<file path="config.mk">
export PLATFORM = sky130hd
export DESIGN_NAME = alu_decode_stage
export DESIGN_NICKNAME = d
export VERILOG_FILES = /design/src/rtl/alu_decode_stage.sv
export SDC_FILE = /design/constraint.sdc
export NUM_CORES = 1
export LEC_CHECK = 0
export ABC_AREA = 1
export CAP_MARGIN = 0
export CORE_MARGIN = 4
export CORE_UTILIZATION = 40
export CTS_BUF_LIST = sky130_fd_sc_hd__clkbuf_8
export DETAILED_ROUTE_END_ITERATION = 12
export PLACE_DENSITY = 0.8
export REMOVE_ABC_BUFFERS = 1
export SETUP_SLACK_MARGIN = 0.4
export SLEW_MARGIN = 20
export SYNTH_ARGS = -nofsm -noshare
export SYNTH_HDL_FRONTEND = slang
export SYNTH_SLANG_ARGS = --single-unit
export TNS_END_PERCENT = 50
</file>
<file path="constraint.sdc">
create_clock -name clk -period 3.1 [get_ports clk]
set_input_delay 0.62 -clock clk [delete_from_list [all_inputs] [get_ports clk]]
set_output_delay 0.62 -clock clk [all_outputs]
set_load 0.02 [all_outputs]
</file>
<file path="src/rtl/alu_decode_stage.sv">
// rtl/alu_decode_stage.sv - RV32I decode stage driving ALU op/operands; ALU_DECODE_SKID_EN adds a 1-entry skid buffer
module alu_decode_stage #(
  parameter int XLEN = 32
) (
  input  logic            clk,
  input  logic            rst,
  input  logic            flush,
  input  logic            in_valid,
  output logic            in_ready,
  input  logic [31:0]     instr,
  input  logic [XLEN-1:0] pc,
  input  logic [XLEN-1:0] rs1_data,
  input  logic [XLEN-1:0] rs2_data,
  output logic            out_valid,
  input  logic            out_ready,
  output logic [3:0]      alu_op,
  output logic [XLEN-1:0] op_a,
  output logic [XLEN-1:0] op_b,
  output logic [4:0]      rd_addr,
  output logic            rd_we,
  output logic            illegal
);

  localparam logic [3:0] ALU_AND  = 4'b0000;
  localparam logic [3:0] ALU_OR   = 4'b0001;
  localparam logic [3:0] ALU_ADD  = 4'b0010;
  localparam logic [3:0] ALU_XOR  = 4'b0011;
  localparam logic [3:0] ALU_SLL  = 4'b0100;
  localparam logic [3:0] ALU_SRL  = 4'b0101;
  localparam logic [3:0] ALU_SUB  = 4'b0110;
  localparam logic [3:0] ALU_SRA  = 4'b0111;
  localparam logic [3:0] ALU_SLT  = 4'b1000;
  localparam logic [3:0] ALU_SLTU = 4'b1001;

  localparam logic [6:0] OPC_OP     = 7'b0110011;
  localparam logic [6:0] OPC_OP_IMM = 7'b0010011;
  localparam logic [6:0] OPC_LUI    = 7'b0110111;
  localparam logic [6:0] OPC_AUIPC  = 7'b0010111;

  localparam logic [6:0] F7_ZERO = 7'b0000000;
  localparam logic [6:0] F7_ALT  = 7'b0100000;

  // Bundle layout: {alu_op, op_a, op_b, rd_addr, rd_we, illegal}
  localparam int BW = 4 + XLEN + XLEN + 5 + 1 + 1;

  logic [6:0]      w_opcode;
  logic [2:0]      w_funct3;
  logic [6:0]      w_funct7;
  logic [4:0]      w_rd;
  logic [XLEN-1:0] w_imm_i;
  logic [XLEN-1:0] w_imm_u;
  logic [XLEN-1:0] w_shamt_r;
  logic [XLEN-1:0] w_shamt_i;
  logic [3:0]      w_op;
  logic [XLEN-1:0] w_a;
  logic [XLEN-1:0] w_b;
  logic            w_ill;
  logic [BW-1:0]   w_bundle;

  logic            r_out_valid;
  logic [BW-1:0]   r_out_bundle;

  assign w_opcode  = instr[6:0];
  assign w_funct3  = instr[14:12];
  assign w_funct7  = instr[31:25];
  assign w_rd      = instr[11:7];
  assign w_imm_i   = {{(XLEN-12){instr[31]}}, instr[31:20]};
  assign w_imm_u   = {instr[31:12], 12'b0};
  // The ALU uses all operand bits as shift amount, so only the low five may pass
  assign w_shamt_r = {{(XLEN-5){1'b0}}, rs2_data[4:0]};
  assign w_shamt_i = {{(XLEN-5){1'b0}}, instr[24:20]};

  // Decode the presented instruction into ALU op, operands and legality
  always_comb begin
    w_op  = ALU_ADD;
    w_a   = '0;
    w_b   = '0;
    w_ill = 1'b0;
    case (w_opcode)
      OPC_OP, OPC_OP_IMM: begin
        w_a = rs1_data;
        w_b = (w_opcode == OPC_OP) ? rs2_data : w_imm_i;
        case (w_funct3)
          3'b000: begin
            if (w_opcode == OPC_OP_IMM || w_funct7 == F7_ZERO) w_op = ALU_ADD;
            else if (w_funct7 == F7_ALT) w_op = ALU_SUB;
            else w_ill = 1'b1;
          end
          3'b001: begin
            w_op  = ALU_SLL;
            w_b   = (w_opcode == OPC_OP) ? w_shamt_r : w_shamt_i;
            w_ill = (w_funct7 != F7_ZERO);
          end
          3'b101: begin
            w_b = (w_opcode == OPC_OP) ? w_shamt_r : w_shamt_i;
            if (w_funct7 == F7_ZERO) w_op = ALU_SRL;
            else if (w_funct7 == F7_ALT) w_op = ALU_SRA;
            else w_ill = 1'b1;
          end
          default: begin
            case (w_funct3)
              3'b010:  w_op = ALU_SLT;
              3'b011:  w_op = ALU_SLTU;
              3'b100:  w_op = ALU_XOR;
              3'b110:  w_op = ALU_OR;
              default: w_op = ALU_AND;
            endcase
            // For OP-IMM the funct7 field is immediate bits, not an opcode extension
            w_ill = (w_opcode == OPC_OP) && (w_funct7 != F7_ZERO);
          end
        endcase
      end
      OPC_LUI: begin
        w_b = w_imm_u;
      end
      OPC_AUIPC: begin
        w_a = pc;
        w_b = w_imm_u;
      end
      default: begin
        w_ill = 1'b1;
      end
    endcase
    if (w_ill) begin
      w_op = ALU_ADD;
      w_a  = '0;
      w_b  = '0;
    end
  end

  assign w_bundle = {w_op, w_a, w_b, w_rd, (!w_ill && (w_rd != 5'd0)), w_ill};

`ifdef ALU_DECODE_SKID_EN
  logic          r_skid_valid;
  logic [BW-1:0] r_skid_bundle;
  logic          w_in_fire;

  // in_ready comes straight from the skid flop, breaking the out_ready timing path
  assign in_ready  = !r_skid_valid;
  assign w_in_fire = in_valid && in_ready;

  // Output register refills from the skid entry first so ordering is preserved
  always_ff @(posedge clk) begin
    if (rst) begin
      r_out_valid   <= 1'b0;
      r_out_bundle  <= '0;
      r_skid_valid  <= 1'b0;
      r_skid_bundle <= '0;
    end else if (flush) begin
      r_out_valid  <= 1'b0;
      r_skid_valid <= 1'b0;
    end else if (!r_out_valid || out_ready) begin
      if (r_skid_valid) begin
        r_out_bundle <= r_skid_bundle;
        r_out_valid  <= 1'b1;
        r_skid_valid <= 1'b0;
      end else if (w_in_fire) begin
        r_out_bundle <= w_bundle;
        r_out_valid  <= 1'b1;
      end else begin
        r_out_valid <= 1'b0;
      end
    end else if (w_in_fire) begin
      r_skid_bundle <= w_bundle;
      r_skid_valid  <= 1'b1;
    end
  end
`else
  assign in_ready = !r_out_valid || out_ready;

  // Single output register: load whenever it is empty or being drained
  always_ff @(posedge clk) begin
    if (rst) begin
      r_out_valid  <= 1'b0;
      r_out_bundle <= '0;
    end else if (flush) begin
      r_out_valid <= 1'b0;
    end else if (!r_out_valid || out_ready) begin
      r_out_valid <= in_valid;
      if (in_valid) r_out_bundle <= w_bundle;
    end
  end
`endif

  assign out_valid = r_out_valid;
  assign {alu_op, op_a, op_b, rd_addr, rd_we, illegal} = r_out_bundle;

endmodule
</file>
==> results of run 1 <==
-- cells in the final DEF (no fill, tap or decap), types with 2 or more instances in the layout --
cell type	n
clkinv_2	3
inv_1	17
clkinvlp_4	3
a21oi_1	75
nor2_4	3
dfxtp_1	76
inv_2	5
nand3_1	106
nand2_1	233
nand4_1	27
clkdlybuf4s50_1	208
nor2_8	2
clkbuf_8	9
nand2_4	3
o21ai_0	10
buf_4	17
nand2_2	5
nor2_1	32
nor3_1	2
-- registers in the layout, summed over array words and instances (netlist names) --
register and count:
out_valid 1, r_out_bundle 75
-- Yosys cell counts (all sizes together) --
master / number
inv: 22
dfxtp: 76
clkbuf: 16
nand4: 27
nand3: 107
o211ai: 1
buf: 37
a211oi: 1
nor2: 37
or2: 1
nand2: 241
a21oi: 75
nor3: 2
o21ai: 12
-- per-layer routing --
layer  track usage  part of all wire  vias up
met3       0.04749             0.070       20
li1              -                 -     2526
met2        0.4207              0.51      248
met5             0                 0        -
met4       0.09852             0.017        0
met1        0.2896              0.40     2374
-- power groups by stage --
stage	logic, mW	clock network [mW]	registers, mW
3_3_place_gp	0.332	0	1.01
4_1_cts	0.339	0.772	0.986
5_1_grt	0.365	0.816	0.987
2_1_floorplan	0.0820	0	1.02
6_report	0.340	0.745	0.986
3_5_place_dp	0.337	0	1.01
-- path summary, 6_finish.rpt --
kind	endpoint	slack, ns
worst min-delay path	r_out_bundle[66]$_SDFFE_PP0P_	0.46
worst max-delay path	in_ready	0.58
worst max register to register	r_out_bundle[68]$_SDFFE_PP0P_	1.33
worst min register to register	r_out_bundle[66]$_SDFFE_PP0P_	0.46
-- worst max-delay path, cell delays in order --
cell and delay, ns:
clkdlybuf4s50_1 0.39, or2_2 0.34, clkdlybuf4s50_1 0.56
-- area by class of cell --
class	instances	area share
repair buffers	227	0.3424
multi-input cells	504	0.3564
flip-flops and latches	76	0.2331
clock inverters	7	0.01035
inverters	22	0.01265
clock buffers	9	0.01898
well taps	136	0.02607
-- stage by stage --
stage	hold WS [ns]	area, um2
after floorplan	0.5389	3923
after detailed placement	0.4551	6335
after global routing	0.4839	6526
after CTS	0.4686	6526
final	0.4641	6526
after global placement	0.4521	6335
-- cells by family (layout without fill, tap and decap cells) --
logic type | count (synthesis) | count (layout) | share of synthesized area
compound gates | 89 | 89 | 0.1103
buf+inv | 75 | 265 | 0.09282
flops | 76 | 76 | 0.3594
simple gates | 415 | 415 | 0.4375
==> impl_metrics.tcl, run 1 <==
set metrics [dict create \
    htree_num_levels 3 \
    synth_top_area_frac 0.3594 \
    synthToLayoutAreaGrowth_pct 54.18 \
    power_mw 2.071 \
    p_int_mw 1.536 \
    antenna_cells 0 \
    r2r_start "out_valid$_SDFFE_PP0P_" \
    max_slew_margin 0.6536 \
    wl_mm 15.31 \
    yosysTopAreaCell "dfxtp_1" \
    cts_resized 0 \
    syn_inst 655 \
    hold_depth 2 \
    synth_area_per_cell_um2 6.462 \
    synth_warnings 0 \
    clock_latency_ns 0.35 \
    grt_pass1_vias 5053 \
    drc_errors 0 \
    wire_per_inst_um 15.61 \
    power.density_nw_per_um2 317.3 \
    final_util 0.6322 \
    clock_sinks 76 \
    cap_violations 0 \
    core-area_um2 10320 \
    worst_pin_slew_ns 0.5197 \
    drive_gt1_frac 0.06746 \
    crit_path_end_kind "output port" \
    hp-class "reg -> reg" \
    drt_iter0_drc 410 \
    postRouteAntennaNets 0 \
    syn_area_um2 4233 \
    required_ns 2.48 \
    netSwitchingFraction 0.2581 \
    ys_top_cells_by_area "dfxtp_1 (36%), nand2_1 (21%), nand3_1 (13%)" \
    dieArea_um2 12290 \
    die_w_um 110.9 \
    arrival_ns 1.90 \
    num_rows 37 \
    fin_ws_ns 0.5753 \
    p_seq_frac 0.476 \
    multi_input_area_um2 2326 \
    dp_slack_ns 0.4033 \
    critical_path_class "in -> out" \
    dpl.hpwl_mm 11.20 \
    setup_tns_ns 0 \
    cp-start-kind "input pin" \
    postCtsHoldBufs 0 \
    power.leakage_nw 2.564 \
    outcome "finished clean" \
    die_y_um 110.9 \
    gr-usage-all-layers 0.2414 \
    timing.final.crit_share 0.8144 \
    grt_overflow 0 \
    rsz0062_at_grt "no" \
    ir_worst_vdd_v 0.0001911 \
    clk_pin_slew_ns 0.08 \
    regArea_um2 1521 \
    r2r_cells 9 \
    ctsLongestPathBuffers 2 \
    crit_start "out_ready" \
    power_frac_comb 0.164 \
    clock_skew_ns 0.006434 \
    post_cts_buffers 0 \
    drt_pass1_iterations 5 \
    crit_path_max_fanout 3 \
    ios 210 \
    dp.cells 965 \
    hold_viol 0 \
    finalNonFillerCells 981 \
    power_switching_mw 0.5346 \
    vias 5168 \
    cts_buffers 9 \
    gp_congestion 0.8723 \
    layout_min_cycle_time_ns 2.525 \
    ys_types 26 \
    nets 973 \
    synth_seq_cells 76 \
    via_per_inst 5.268 \
    yosysSeqAreaShare 0.3594 \
    grt_pass1_wl_mm 24.58 \
    cts.root.buffer_cell "clkbuf_8" \
    slew_violations 0 \
    portBuffers 209 \
    start_util 0.4100 \
    grt_start_max_net_pins 48 \
    power_frac_clock 0.360 \
    cts_tree "done" \
    min-delay-start "r_out_bundle[66]$_SDFFE_PP0P_" \
    clock.fmax_mhz 396.1 \
    nFillCells 955 \
    setup_viol 0 \
    antenna_found_initial 0 \
]
Power figures use the tool's default switching activity.
==> run 2, diff against run 1 <==
==> constraint.sdc (replaced) <==
create_clock -name clk -period 2.4 [get_ports clk]
set_input_delay 0.48 -clock clk [delete_from_list [all_inputs] [get_ports clk]]
set_output_delay 0.48 -clock clk [all_outputs]
set_load 0.02 [all_outputs]
==> impl_metrics.tcl, run 2 (synthesis results as in run 1) <==
set metrics [dict create \
    r2r_start "out_valid$_SDFFE_PP0P_" \
    cp_slowest_cell "clkdlybuf4s50_1" \
    cts_tree "done" \
    antenna_found_initial 0 \
    path_depth 3 \
    wire_per_inst_um 15.50 \
    grt_pass1_vias 5149 \
    cap_violations 0 \
    clock.fmax_mhz 501.6 \
    outcome "finished clean" \
    final_common_cell "nand2_1" \
    start_util 0.4100 \
    required_ns 1.92 \
    postCtsHoldBufs 0 \
    clock_skew_ns 0.008502 \
    crit_end "in_ready" \
    power.leakage_nw 2.679 \
    portBuffers 209 \
    crit_path_end_kind "output port" \
    num_rows 37 \
    cp-start-kind "input pin" \
    grt_overflow 0 \
    drc_errors 0 \
    power.density_nw_per_um2 420.9 \
    r2r-end "r_out_bundle[63]$_SDFFE_PP0P_" \
    max_slew_margin 0.7189 \
    crit_chain "clkdlybuf4s50_1, or2_2, clkdlybuf4s15_1" \
    r2r_cells 6 \
    min-delay-start "r_out_bundle[22]$_SDFFE_PP0P_" \
    clock_sinks 76 \
    r2r_setup_slack_ns 0.81 \
    timing.final.crit_share 0.8307 \
    dieArea_um2 12290 \
    gr-usage-all-layers 0.2405 \
    die_w_um 110.9 \
    postRouteAntennaNets 0 \
    clock_latency_ns 0.36 \
    layout_common_cells "nand2_1 (232), clkdlybuf4s50_1 (206), nand3_1 (105)" \
    ctsLongestPathBuffers 2 \
    cts.root.buffer_cell "clkbuf_8" \
    hp-class "reg -> reg" \
    power_mw 2.835 \
    nFillCells 914 \
    drive_gt1_frac 0.08518 \
    ios 210 \
    vias 5279 \
    die_y_um 110.9 \
    drt_iter0_drc 357 \
    dpl.hpwl_mm 11.14 \
    cp.buffers_inverters 2 \
    arrival_ns 1.51 \
    wl_mm 15.39 \
    hold-worst-slack_ns 0.4673 \
    largest_register "r_out_bundle" \
    largest_register_ff_count 75 \
    drt_pass1_iterations 6 \
    setup_viol 0 \
    synthToLayoutAreaGrowth_pct 59.12 \
    ir_worst_vdd_v 0.0002548 \
    placed_area_um2 6442 \
    gp_congestion 0.8737 \
    antenna_cells 0 \
    grt_pass1_wl_mm 24.47 \
    hold_viol 0 \
    htree_num_levels 3 \
    worst_pin_slew_ns 0.4216 \
    rsz0062_at_grt "yes" \
    cp_top_family "buffers and inverters" \
    nets 985 \
    crit_start "out_ready" \
    via_per_inst 5.316 \
    core-area_um2 10320 \
    grt_start_max_net_pins 50 \
    clk_pin_slew_ns 0.07 \
    critical_path_class "in -> out" \
    crit_path_max_fanout 3 \
    final_area_um2 6735 \
    max_stage_delay_ns 0.39 \
    cts_buffers 9 \
    layout_min_cycle_time_ns 1.994 \
    slew_violations 0 \
]
run 2: cell types whose count changed in the layout (fill, tap and decap cells not counted), sizes merged:
cell           previous run  this run
clkbuf                    9        10
bufinv                    1         2
clkinv                    3         2
clkdlybuf4s50           208       206
buf                      19        31
clkinvlp                  3         1
inv                      22        23
clkdlybuf4s15             0         1
dlymetal6s2s              0         1
run 2: how the worst min path moves through the flow:
stage / depth (start not counted) / slack (ns) / to
finish: 2 / 0.47 / r_out_bundle[22]$_SDFFE_PP0P_
detailed placement: 2 / 0.46 / r_out_bundle[63]$_SDFFE_PP0P_
CTS: 2 / 0.47 / r_out_bundle[11]$_SDFFE_PP0P_
global route: 2 / 0.49 / r_out_bundle[66]$_SDFFE_PP0P_
global placement: 2 / 0.45 / r_out_bundle[67]$_SDFFE_PP0P_
floorplan: 2 / 0.54 / r_out_bundle[10]$_SDFFE_PP0P_
run 2: metrics by stage:
stage | std cells | utilization | TNS (ns) | setup slack [ns]
floorplan | 602 | - | -16.00 | -0.2468
CTS | 987 | 0.6457 | 0 | 0.4057
global route | 993 | 0.6524 | 0 | 0.3484
detailed placement | 971 | 0.6240 | 0 | 0.08009
finish | 993 | 0.6524 | 0 | 0.4064
global placement | 971 | 0.6240 | 0 | 0.1196
run 2: per-layer routing:
layer,part of all wire,global-route usage
met1,0.39,0.2767
met4,0.024,0.09606
met2,0.50,0.4256
met5,0,0
met3,0.080,0.05950
run 2: power breakdown:
group | internal, mW | switching, mW
Combinational | 0.253 | 0.200
Clock | 0.614 | 0.495
Sequential | 1.27 | 0.00420
Total | 2.14 | 0.700
run 2: final cells by class:
cell class / count / area [um2] / share of cell area
timing repair buffer: 239 / 2394 / 0.3554
multi-input combinational: 504 / 2344 / 0.3479
sequential: 76 / 1521 / 0.2259
tap: 136 / 170.2 / 0.02526
clock buffer: 10 / 137.6 / 0.02043
clock inverter: 6 / 86.33 / 0.01282
inverter: 22 / 82.58 / 0.01226
run 2: worst reg2reg max path, cell delays in order (launching register included):
cell and delay (ns):
dfxtp_1 0.34, inv_1 0.04, or2_2 0.31, nand2_4 0.15
buf_4 0.39, nand2_1 0.13, a21oi_1 0.17
run 2: what timing repair did:
item / in CTS / in global routing
endpoints found under the setup margin: 1 / 66
setup buffers: 0 / 6
resized for setup: 2 / 7
pin swaps: 0 / 1
gates cloned: 0 / 0
==> run 3, diff against run 2 <==
--- a/config.mk
+++ b/config.mk
@@ -8,10 +8,10 @@
 export ABC_AREA = 1
 export CAP_MARGIN = 0
 export CORE_MARGIN = 4
-export CORE_UTILIZATION = 40
+export CORE_UTILIZATION = 38
 export CTS_BUF_LIST = sky130_fd_sc_hd__clkbuf_8
 export DETAILED_ROUTE_END_ITERATION = 12
-export PLACE_DENSITY = 0.8
+export PLACE_DENSITY = 0.79
 export REMOVE_ABC_BUFFERS = 1
 export SETUP_SLACK_MARGIN = 0.4
 export SLEW_MARGIN = 20
==> constraint.sdc (replaced) <==
create_clock -name clk -period 1.8 [get_ports clk]
set_input_delay 0.36 -clock clk [delete_from_list [all_inputs] [get_ports clk]]
set_output_delay 0.36 -clock clk [all_outputs]
set_load 0.02 [all_outputs]
==> impl_metrics.tcl, run 3 (synthesis results as in run 1) <==
set metrics [dict create \
    power.density_nw_per_um2 505.9 \
    arrival_ns 1.80 \
    ir_worst_vdd_v 0.0006889 \
    outcome "finished clean" \
    dieArea_um2 12890 \
    cts_tree "done" \
    drc_errors 0 \
    final_common_cell "nand2_1" \
    slew_violations 0 \
    cp_slowest_cell "clkdlybuf4s15_1" \
    power_frac_comb 0.179 \
    setup_viol 0 \
    final_area_um2 7991 \
    hp-class "in -> reg" \
    dp_slack_ns -0.2877 \
    grt_start_max_net_pins 42 \
    netSwitchingFraction 0.2559 \
    crit_path_max_fanout 7 \
    clock_skew_ns 0.01349 \
    placed_area_um2 6708 \
    grt_overflow 0 \
    rsz0062_at_grt "yes" \
    timing.final.crit_share 0.8733 \
    crit_path_end_kind "register" \
    wl_mm 18.23 \
    max_slew_margin 0.7895 \
    max_stage_delay_ns 0.31 \
    power_frac_clock 0.401 \
    critical_path_class "in -> reg" \
    ios 210 \
    gr-usage-all-layers 0.2597 \
    grt_pass1_wl_mm 27.02 \
    layout_min_cycle_time_ns 1.572 \
    synthToLayoutAreaGrowth_pct 88.80 \
    hold_viol 0 \
    p_seq_frac 0.420 \
    worst_pin_slew_ns 0.3125 \
    antenna_cells 0 \
    grt_pass1_vias 5325 \
    path_common_cell "buf_6" \
    postCtsHoldBufs 0 \
    clock.fmax_mhz 636.2 \
    clock_latency_ns 0.35 \
    clk_pin_slew_ns 0.08 \
    crit_chain "clkdlybuf4s15_1, nand2_1, nor2_2, o21ai_4, nand3_4, nand2_8, buf_6, buf_6, nand4_1, a21oi_2" \
    postRouteAntennaNets 0 \
    dp.cells 1003 \
    p_int_mw 3.008 \
    drt_pass1_iterations 7 \
    finalNonFillerCells 1057 \
    final_util 0.7340 \
    nets 1045 \
    layout_common_cells "nand2_1 (218), clkdlybuf4s50_1 (111), nand3_1 (94)" \
    die_w_um 113.5 \
    cp-start-kind "input pin" \
    cap_violations 0 \
    wire_per_inst_um 17.25 \
    core-area_um2 10890 \
    num_rows 38 \
    hold-worst-slack_ns 0.3736 \
    via_per_inst 5.299 \
    dpl.hpwl_mm 10.93 \
    ctsLongestPathBuffers 2 \
    power.leakage_nw 4.318 \
    drt_iter0_drc 530 \
    vias 5601 \
    power_switching_mw 1.035 \
    largest_register "r_out_bundle" \
    cts_buffers 9 \
    die_y_um 113.5 \
    antenna_found_initial 0 \
    required_ns 2.03 \
    cts.root.buffer_cell "clkbuf_8" \
    clock_sinks 76 \
    start_util 0.3888 \
    drive_gt1_frac 0.2148 \
    portBuffers 209 \
    gp_congestion 0.8479 \
    fin_ws_ns 0.2281 \
    largest_register_ff_count 75 \
    htree_num_levels 3 \
]
==> run 3: cell types whose count changed in the layout (fill, tap and decap cells not counted), sizes merged, moves of 2 or more <==
cell	before	now
buf	31	97
bufbuf	0	2
clkbuf	10	13
clkdlybuf4s15	1	19
clkdlybuf4s50	206	111
dlygate4sd2	0	4
dlymetal6s2s	1	61
==> run 3: power groups by stage <==
stage	Combinational, mW	Sequential, mW	Clock (mW)
2_1_floorplan	0.141	1.75	0
3_3_place_gp	0.639	1.74	0
3_5_place_dp	0.641	1.74	0
4_1_cts	0.698	1.70	1.63
5_1_grt	0.767	1.70	1.70
6_report	0.725	1.70	1.62
==> run 3: per-stage QoR <==
step / TNS (ns) / power [mW]
2_1_floorplan: -50.44 / 1.893
3_3_place_gp: -16.98 / 2.375
3_5_place_dp: -17.62 / 2.378
4_1_cts: 0 / 4.030
5_1_grt: 0 / 4.170
6_report: 0 / 4.042
==> run 3: final timing paths <==
path              slack, ns                       endpoint  depth (start not counted)                          start
setup / recovery       0.23  r_out_bundle[36]$_SDFFE_PP0P_                         10                      instr[12]
hold / removal         0.37  r_out_bundle[36]$_SDFFE_PP0P_                          2                            rst
hold reg to reg        0.46  r_out_bundle[60]$_SDFFE_PP0P_                          2  r_out_bundle[60]$_SDFFE_PP0P_
setup reg to reg       0.23  r_out_bundle[61]$_SDFFE_PP0P_                         10         out_valid$_SDFFE_PP0P_
==> run 3: repair_timing <==
action | CTS | global route
gates resized for setup | 162 | 96
gates cloned | 13 | 2
buffers inserted | 19 | 4
pin swaps | 36 | 19
setup endpoints to repair | 152 | 152
==> run 3: per-layer routing <==
layer,global-route usage,part of all wire,wire length [um],vias up
met2,0.4441,0.50,9029,303
li1,-,-,-,2685
met1,0.3289,0.40,7263,2566
met3,0.04828,0.081,1483,47
met4,0.08654,0.025,455,0
met5,0,0,0,-
==> run 3: worst max-delay path, delay by kind of cell <==
kind / cells / cell delay, ns
buffers and inverters: 3 / 0.57
AO/OA/AOI/OAI: 2 / 0.16
AND/OR/NAND/NOR: 5 / 0.71
==> run 3: final cells by class <==
class | instances | area, um2
tap | 140 | 175.2
multi-input combinational | 505 | 2631
inverter | 22 | 85.08
sequential | 76 | 1523
clock inverter | 7 | 115.1
fill | 834 | 2897
timing repair buffer | 298 | 3338
clock buffer | 9 | 123.9
